File: config.mk
export PLATFORM = sky130hd
export DESIGN_NAME = watchdog
export DESIGN_NICKNAME = d
export VERILOG_FILES = /design/src/rtl/wdt_pkg.sv /design/src/rtl/wdt_tick_sync.sv /design/src/rtl/watchdog.sv
export SDC_FILE = /design/constraint.sdc
export NUM_CORES = 1
export LEC_CHECK = 0
export BUFFER_PORTS_ARGS = -buffer_cell sky130_fd_sc_hd__buf_4
export CORE_UTILIZATION = 50
export DETAILED_ROUTE_END_ITERATION = 16
export GPL_TIMING_DRIVEN = 0
export PLACE_DENSITY = 0.72
export SYNTH_ARGS = -nofsm -noshare
export SYNTH_HDL_FRONTEND = slang
export SYNTH_HIERARCHICAL = 1
export SYNTH_SLANG_ARGS = --single-unit
File: constraint.sdc
create_clock -name clk -period 5.9 [get_ports clk]
set_clock_uncertainty 0.15 [all_clocks]
set_input_delay 0.295 -clock clk [delete_from_list [all_inputs] [get_ports clk]]
set_output_delay 0.295 -clock clk [all_outputs]
set_load 0.02 [all_outputs]
File: src/rtl/wdt_pkg.sv
// Watchdog shared definitions.
//   wdt_state_t : FSM encoding, also driven out on the watchdog `state` port
//   DEF_*       : default parameter values for the watchdog top
package wdt_pkg;

  // 2'd3 is never produced; the FSM treats it like IDLE.
  typedef enum logic [1:0] {
    IDLE = 2'd0,
    RUN  = 2'd1,
    BITE = 2'd2
  } wdt_state_t;

  localparam int DEF_CNT_W       = 16;
  localparam int DEF_SYNC_STAGES = 2;
  localparam int DEF_RST_PULSE   = 16;

endpackage

File: src/rtl/wdt_tick_sync.sv
// Brings the slow, asynchronous watchdog timebase into the clk domain and
// turns each of its rising edges into a single-cycle tick.
//   clk     in  : main clock
//   reset   in  : asynchronous, active-high
//   wdt_clk in  : asynchronous timebase
//   tick    out : one clk-cycle pulse per wdt_clk rising edge
module wdt_tick_sync #(
  parameter int SYNC_STAGES = 2
) (
  input  logic clk,
  input  logic reset,
  input  logic wdt_clk,
  output logic tick
);

  logic [SYNC_STAGES-1:0] r_sync;
  logic                   r_dly;

  always_ff @(posedge clk or posedge reset) begin
    if (reset) begin
      r_sync <= '0;
      r_dly  <= 1'b0;
    end else begin
      r_sync <= {r_sync[SYNC_STAGES-2:0], wdt_clk};
      r_dly  <= r_sync[SYNC_STAGES-1];
    end
  end

  // Rising edge of the synchronized timebase; both inputs are flops.
  assign tick = r_sync[SYNC_STAGES-1] & ~r_dly;

endmodule

File: src/rtl/watchdog.sv
// Windowed watchdog timer with pre-timeout warning and fixed-length reset
// request.
//   clk, reset      : main clock, asynchronous active-high reset
//   wdt_clk         : asynchronous countdown timebase
//   enable          : level, arms the watchdog
//   kick            : single-cycle service pulse
//   cfg_timeout     : reload value in ticks (0 behaves as 1)
//   cfg_window      : kick legal only while count <= window
//   cfg_warn        : warning threshold
//   count, state    : current countdown value and FSM state (debug view)
//   warn_irq        : level warning while RUN and 0 < count <= warn
//   early_kick_err  : one-cycle pulse on a kick above the window
//   sys_rst_req     : high for RST_PULSE cycles per bite
module watchdog
  import wdt_pkg::*;
#(
  parameter int CNT_W       = DEF_CNT_W,
  parameter int SYNC_STAGES = DEF_SYNC_STAGES,
  parameter int RST_PULSE   = DEF_RST_PULSE
) (
  input  logic             clk,
  input  logic             reset,
  input  logic             wdt_clk,
  input  logic             enable,
  input  logic             kick,
  input  logic [CNT_W-1:0] cfg_timeout,
  input  logic [CNT_W-1:0] cfg_window,
  input  logic [CNT_W-1:0] cfg_warn,
  output logic [CNT_W-1:0] count,
  output logic [1:0]       state,
  output logic             warn_irq,
  output logic             early_kick_err,
  output logic             sys_rst_req
);

  localparam int PW = (RST_PULSE > 1) ? $clog2(RST_PULSE) : 1;

  wdt_state_t       r_state;
  logic [CNT_W-1:0] r_count;
  logic [CNT_W-1:0] r_timeout_sh;
  logic [CNT_W-1:0] r_window_sh;
  logic [CNT_W-1:0] r_warn_sh;
  logic [PW-1:0]    r_pulse;
  logic             r_warn;
  logic             r_err;
  logic             r_rst_req;

  wdt_state_t       w_state_nxt;
  logic [CNT_W-1:0] w_count_nxt;
  logic [CNT_W-1:0] w_warn_sh_nxt;
  logic [CNT_W-1:0] w_reload;
  logic [PW-1:0]    w_pulse_nxt;
  logic             w_load;
  logic             w_err_nxt;
  logic             w_warn_nxt;
  logic             w_tick;

  wdt_tick_sync #(
    .SYNC_STAGES (SYNC_STAGES)
  ) u_tick_sync (
    .clk     (clk),
    .reset   (reset),
    .wdt_clk (wdt_clk),
    .tick    (w_tick)
  );

  // Fresh reload value used whenever config is (re)captured.
  assign w_reload = (cfg_timeout == '0) ? CNT_W'(1) : cfg_timeout;

  always_comb begin
    w_state_nxt = r_state;
    w_count_nxt = r_count;
    w_pulse_nxt = r_pulse;
    w_load      = 1'b0;
    w_err_nxt   = 1'b0;
    case (r_state)
      RUN: begin
        // Disable outranks kick and tick.
        if (!enable) begin
          w_state_nxt = IDLE;
          w_count_nxt = '0;
        end else if (kick) begin
          if (r_count <= r_window_sh) begin
            w_count_nxt = r_timeout_sh;
          end else begin
            w_err_nxt   = 1'b1;
            w_state_nxt = BITE;
            w_pulse_nxt = '0;
          end
        end else if (w_tick) begin
          if (r_count > CNT_W'(1)) begin
            w_count_nxt = r_count - CNT_W'(1);
          end else begin
            w_count_nxt = '0;
            w_state_nxt = BITE;
            w_pulse_nxt = '0;
          end
        end
      end
      BITE: begin
        // count holds; only the pulse counter advances.
        if (r_pulse == PW'(RST_PULSE - 1)) begin
          w_pulse_nxt = '0;
          if (enable) begin
            w_state_nxt = RUN;
            w_count_nxt = w_reload;
            w_load      = 1'b1;
          end else begin
            w_state_nxt = IDLE;
            w_count_nxt = '0;
          end
        end else begin
          w_pulse_nxt = r_pulse + PW'(1);
        end
      end
      default: begin
        w_count_nxt = '0;
        w_pulse_nxt = '0;
        if (enable) begin
          w_state_nxt = RUN;
          w_count_nxt = w_reload;
          w_load      = 1'b1;
        end else begin
          w_state_nxt = IDLE;
        end
      end
    endcase

    // Warning is computed from next-cycle values so it lines up with count.
    w_warn_sh_nxt = w_load ? cfg_warn : r_warn_sh;
    w_warn_nxt    = (w_state_nxt == RUN) && (w_count_nxt != '0) &&
                    (w_count_nxt <= w_warn_sh_nxt);
  end

  always_ff @(posedge clk or posedge reset) begin
    if (reset) begin
      r_state      <= IDLE;
      r_count      <= '0;
      r_timeout_sh <= '0;
      r_window_sh  <= '0;
      r_warn_sh    <= '0;
      r_pulse      <= '0;
      r_warn       <= 1'b0;
      r_err        <= 1'b0;
      r_rst_req    <= 1'b0;
    end else begin
      r_state   <= w_state_nxt;
      r_count   <= w_count_nxt;
      r_pulse   <= w_pulse_nxt;
      r_warn    <= w_warn_nxt;
      r_err     <= w_err_nxt;
      r_rst_req <= (w_state_nxt == BITE);
      r_warn_sh <= w_warn_sh_nxt;
      if (w_load) begin
        r_timeout_sh <= w_reload;
        r_window_sh  <= cfg_window;
      end
    end
  end

  assign count          = r_count;
  assign state          = r_state;
  assign warn_irq       = r_warn;
  assign early_kick_err = r_err;
  assign sys_rst_req    = r_rst_req;

endmodule

## Yosys cells after proc, flatten, opt, wreduce, memory -nomap -nowiden

Cells that the tools add are included.

| storage, ports and cells | value |
|---|---|
| logic and storage cells | 64 |
| register bits | 76 |
| bits of input ports | 53 |
| output and inout port bits | 21 |

| operators by class | value |
|---|---|
| $add $sub $neg | 2 |
| equal/unequal tests | 9 |
| bitwise logic cells | 2 |
| order comparisons | 3 |
| mux-type cells | 32 |
| reduce and logical (&&, ||, !) cells | 5 |

Operators with widths:

| operator | number |
|---|---|
| $mux 16 | 9 |
| $le 16x16->1 | 2 |
| $pmux 16 s2 | 1 |
| $mux 4 | 6 |
| $gt 16x1->1 const B | 1 |
| $logic_not 16->1 | 1 |
| $reduce_bool 16->1 | 1 |
| $sub 16x1->16 const B | 1 |
| $mux 2 | 6 |
| $pmux 4 s2 | 1 |
| $mux 1 | 7 |
| $ne 3x3->1 const B | 2 |
| $add 4x1->4 const B | 1 |
| $eq 2x1->1 const B | 2 |
| $eq 2x2->1 const B | 2 |
| $eq 4x4->1 const B | 1 |
| $pmux 2 s2 | 1 |
| $reduce_and 4->1 | 1 |
| $ne 3x2->1 const B | 1 |
| $logic_and 1x1->1 | 2 |
| $ne 2x2->1 const B | 1 |
| $pmux 1 s2 | 1 |
| $and 1x1->1 | 1 |
| $not 1->1 | 1 |

## Depth between registers and ports, before layout

| logic depth | value |
|---|---|
| word-level depth | 9 |
| gate-level depth with buffers | 20 |
| mapped depth without buffers | 19 |

## By module

The synthesis kept the hierarchy.

By module, submodules not included:

| module | area each (um^2) | sequential area each (um^2) | instances | cells each |
|---|---|---|---|---|
| watchdog | 4767.1 | 1826.8 | 1 | 524 |
| wdt_tick_sync | 92.6 | 75.1 | 1 | 5 |

## Least setup slack after synthesis

Ideal clock, no wire load.

| timing | value |
|---|---|
| kind | reg-to-reg |
| start point | register r_count[12] (netlist: count[12]) |
| end point | register r_warn (netlist: warn_irq) |
| setup time | 80 ps |
| buffers on the path | 1 |
| arrival time | 3952 ps |
| cell stages (with the launch flop) | 20 |
| clock period less this slack | 4182 ps |
| data required time | 5670 ps |
| slack | 1718 ps |
| cell sequence | dfrtp_1 -> ha_1 -> nand4_1 -> nor3_1 -> o21ai_1 -> a32oi_1 -> buf_2 -> mux2_2 -> a21boi_0 -> inv_1 -> ha_1 -> a21o_1 -> a21o_1 -> a21o_1 -> a21o_1 -> a21oi_1 -> o21ai_0 -> nor2_1 -> a211oi_1 -> nor3_2 |

| between the ends | value |
|---|---|
| cells in the longest elaborated chain, start to end | 9 |
| elaborated cells on any way between the ends | 21 |
| classes of those cells | add/sub (1); order compare (3); eq/ne (1); mux (13); reduce/logical (3) |

Ends and longest elaborated chain:

| item | line | RTL |
|---|---|---|
| from (decl) | watchdog.sv:39 | `logic [CNT_W-1:0] r_count;` |
| from (signal assigned) | watchdog.sv:148 | `r_count <= w_count_nxt;` |
| $gt 16x1->1 | watchdog.sv:91 | `if (r_count > CNT_W'(1)) begin` |
| $mux 16 | watchdog.sv:91 |  |
| $mux 16 | watchdog.sv:90 | `end else if (w_tick) begin` |
| $mux 16 * | watchdog.sv:82 | `end else if (kick) begin` |
| $mux 16 * | watchdog.sv:79 | `if (!enable) begin` |
| $pmux 16 s2 * | watchdog.sv:76 | `case (r_state)` |
| named net w_count_nxt[9] | watchdog.sv:49 | `logic [CNT_W-1:0] w_count_nxt;` |
| parallel branches: the longest is 2 deep, another holds $le 16x16->1 | -- |  |
| $logic_and 1x1->1 * | watchdog.sv:131 | `w_warn_nxt = (w_state_nxt == RUN) && (w_count_nxt != '0) &&` |
| named net w_warn_nxt | watchdog.sv:55 | `logic w_warn_nxt;` |
| to (signal assigned) | watchdog.sv:150 | `r_warn <= w_warn_nxt;` |
| to (decl) | watchdog.sv:44 | `logic r_warn;` |

Mark *: on every way through the listed nets, which the timed path passes.
A chain may end at the register's enable or synchronous reset.

## Worst setup path in the final report

| timing | value |
|---|---|
| start point | register r_count[9] (netlist: count[9]) |
| end point | register r_warn (netlist: warn_irq) |

The elaborated chain is that of the path after synthesis.

==> impl_metrics.json <==
{
  "outcome": "completed",
  "synthAdderAreaFrac_pct": 9.526,
  "drc": 0,
  "fillers": 826,
  "wirelength_um": 14870,
  "via_per_inst": 5.950,
  "criticalPathCategory": "flip-flop to flip-flop",
  "cts_setup_buffers": 0,
  "hold_viol_final": 0,
  "async_flop_share_pct": 100.0,
  "timing.final.crit_share_pct": 85.41,
  "grt_use_total_pct": 31.00,
  "fmax_mhz": 198.4,
  "finalPower_uw": 1566,
  "gr-total-overflow": 0,
  "worstHoldPathType": "primary input to flip-flop",
  "drive_above_1_share_pct": 17.27,
  "core_area_um2": 9328,
  "die_area_um2": 10120,
  "drt-initial-drc-count": 312,
  "cts_tree": "yes",
  "worst_slew_pin_slew_ns": 1.281,
  "gp_congestion": 0.9602,
  "worst_skew_pair.late_latency_ns": 0.37,
  "drv_slew": 0,
  "cts.sinks": 76,
  "grt_pass1_vias": 4437,
  "vias": 4558,
  "worstPathRequired_ns": 6.04,
  "multi_input_area_um2": 2686,
  "start_util_pct": 52.10,
  "synth_edf_count": 0,
  "grt_start_max_net_pins": 74,
  "syn_avg_cell_area_um2": 9.187,
  "diodes": 0,
  "cp-end-kind": "flip-flop",
  "synthMuxAreaShare_pct": 3.553,
  "grt_pass1_wl_um": 23400,
  "rsz0062_at_grt": "false",
  "synthFlopType": "dfrtp_1",
  "syn2layout_area_growth_pct": 23.15,
  "cts-root-buf": "clkbuf_8",
  "cts_resized": 0,
  "seq_area_frac_synth_pct": 39.13,
  "numPortBuffers": 71,
  "clk_pin_slew_ns": 0.08,
  "fin_crit_ns": 5.039,
  "arrival_ns": 5.17,
  "cp-start-kind": "flip-flop",
  "synth_top_family_by_area": "compound AO/OA/AOI/OAI gates",
  "layout.nets": 722,
  "synth-simple-area-share_pct": 18.95,
  "synth_compound_area_share_pct": 20.91,
  "netlist_instances": 529,
  "antenna_found_initial": 0,
  "synth_area_um2": 4860,
  "detail_route.wl_per_cell_um": 19.41,
  "synth-xor-area-share_pct": 2.343,
  "power_density_nw_per_um2": 261.6,
  "yosysWarnings": 6,
  "final-seq-area_um2": 1902,
  "ant_nets": 0,
  "max_slew_margin_pct": 13.22,
  "setup_viol_count_final": 0,
  "fin_setup_tns_ns": 0,
  "vdd_drop_max_mv": 0.1616,
  "crit_fanout": 10,
  "hold_ws_ns": 0.01437,
  "maxCapViolations": 0,
  "core.rowCount": 35,
  "syn_nets": 619,
  "cts.htree.levels": 3,
  "clockBufferDepth": 2,
  "ios": 74,
  "dp_hpwl_um": 10840,
  "ys_seq_elements": 76,
  "netlist-cell-type-count": 67,
  "postCtsHoldBufs": 21,
  "die_w_um": 100.6,
  "leakage_uw": 0.002905,
  "drt_pre_antenna_iters": 5,
  "cts-buffers-inserted": 9,
  "fp.dieH_um": 100.6
}
## final timing paths
kind | from | to | slack, ns | depth (start not counted)
max | count[9]$_DFF_PP0_ | warn_irq$_DFF_PP0_ | 0.86 | 17
min | cfg_timeout[5] | r_timeout_sh[5]$_DFFE_PP0P_ | 0.01 | 3
max reg2reg | count[9]$_DFF_PP0_ | warn_irq$_DFF_PP0_ | 0.86 | 17
min reg2reg | u_tick_sync/r_sync[0]$_DFF_PP0_ | u_tick_sync/r_sync[1]$_DFF_PP0_ | 0.22 | 0
max in group asynchronous | reset | r_timeout_sh[11]$_DFFE_PP0P_ | 4.50 | 3
min in group asynchronous | reset | u_tick_sync/r_sync[0]$_DFF_PP0_ | 0.23 | 3
## kinds of logic after synthesis
group                      after synthesis
AOI/OAI and AO/OA                      138
and+or+nand+nor                        179
muxes                                   17
adders and majority gates               37
xor gates and xnor gates                13
DFF                                     76
buffers and inverters                   69
## state kept, by name, summed over array words and instances (netlist names)
name,cells
early_kick_err,1
warn_irq,1
r_pulse,4
u_tick_sync/r_dly,1
count,16
state,2
r_warn_sh,16
sys_rst_req,1
u_tick_sync/r_sync,2
r_window_sh,16
r_timeout_sh,16
## Yosys cell counts (8+ instances only)
library cell	count	share of area, %
o21ai_0	31	3.2
ha_1	37	9.5
dfrtp_1	76	39
xnor2_1	9	1.6
nand4_1	11	1.4
nor2_1	18	1.4
nand2_1	91	7.0
nor2b_1	9	1.2
inv_1	43	3.3
a32o_1	9	1.9
nor3_1	8	0.82
clkbuf_1	19	1.5
a21o_1	11	1.7
nor4_1	8	1.0
a21oi_1	18	1.9
mux2i_1	15	3.1
## power by group
group          internal, uW  switching [uW]
clock network           241             202
logic                   194             283
registers               591            55.4
## critical path: stages (launching register included)
cell and delay [ns]:
dfrtp_1 0.52, ha_1 0.37, nand4_1 0.26, nor4_4 0.64
inv_1 0.21, o31ai_4 0.19, a221oi_1 0.20, o41ai_2 0.64
ha_1 0.37, nor2b_1 0.14, o21a_1 0.16, o21a_1 0.16
o21a_1 0.16, o21a_1 0.17, o21a_1 0.15, o21ai_0 0.16
a211oi_1 0.11, nor3_2 0.19
## final cells by class
class                   count  area share (%)
well taps                 129           2.697
repair buffers             92           12.42
multi-input cells         384           44.89
plain buffers              25           1.777
clock buffers              11           2.195
clock inverters             5           1.443
flip-flops and latches     76           31.78
inverters                  44           2.802
## routing by layer
layer | wire (um) | vias up | part of all wire (%) | global-route usage [%]
met5 | 0 | - | 0 | 0
met1 | 6356 | 2185 | 43 | 40.90
met4 | 575 | 0 | 3.9 | 15.38
met3 | 981 | 51 | 6.6 | 5.340
li1 | - | 2126 | - | -
met2 | 6952 | 196 | 47 | 49.32
## stage by stage
step / util (%) / cell area (um^2) / setup WS (ns) / instances
3_5_place_dp: 59.57 / 5557 / 0.9958 / 729
4_1_cts: 64.16 / 5984 / 0.9553 / 766
2_1_floorplan: - / 4860 / 1.718 / 529
6_report: 64.16 / 5984 / 0.8609 / 766
5_1_grt: 64.16 / 5984 / 0.6094 / 766
3_3_place_gp: 59.54 / 5554 / 1.030 / 729
## layout by cell type (no fill, tap or decap), types with 9 or more instances in the layout
cell            n
inv_1          42
a32o_1          9
nor2b_1         9
xnor2_1         9
clkbuf_8        9
ha_1           37
o21ai_0        31
mux2i_1        15
buf_4          72
nand2_1        91
dlygate4sd3_1  21
a21oi_1        18
clkbuf_1       21
dfrtp_1        76
nand4_1        11
a21o_1         11
nor2_1         18
(Power assumes the default switching activity.)
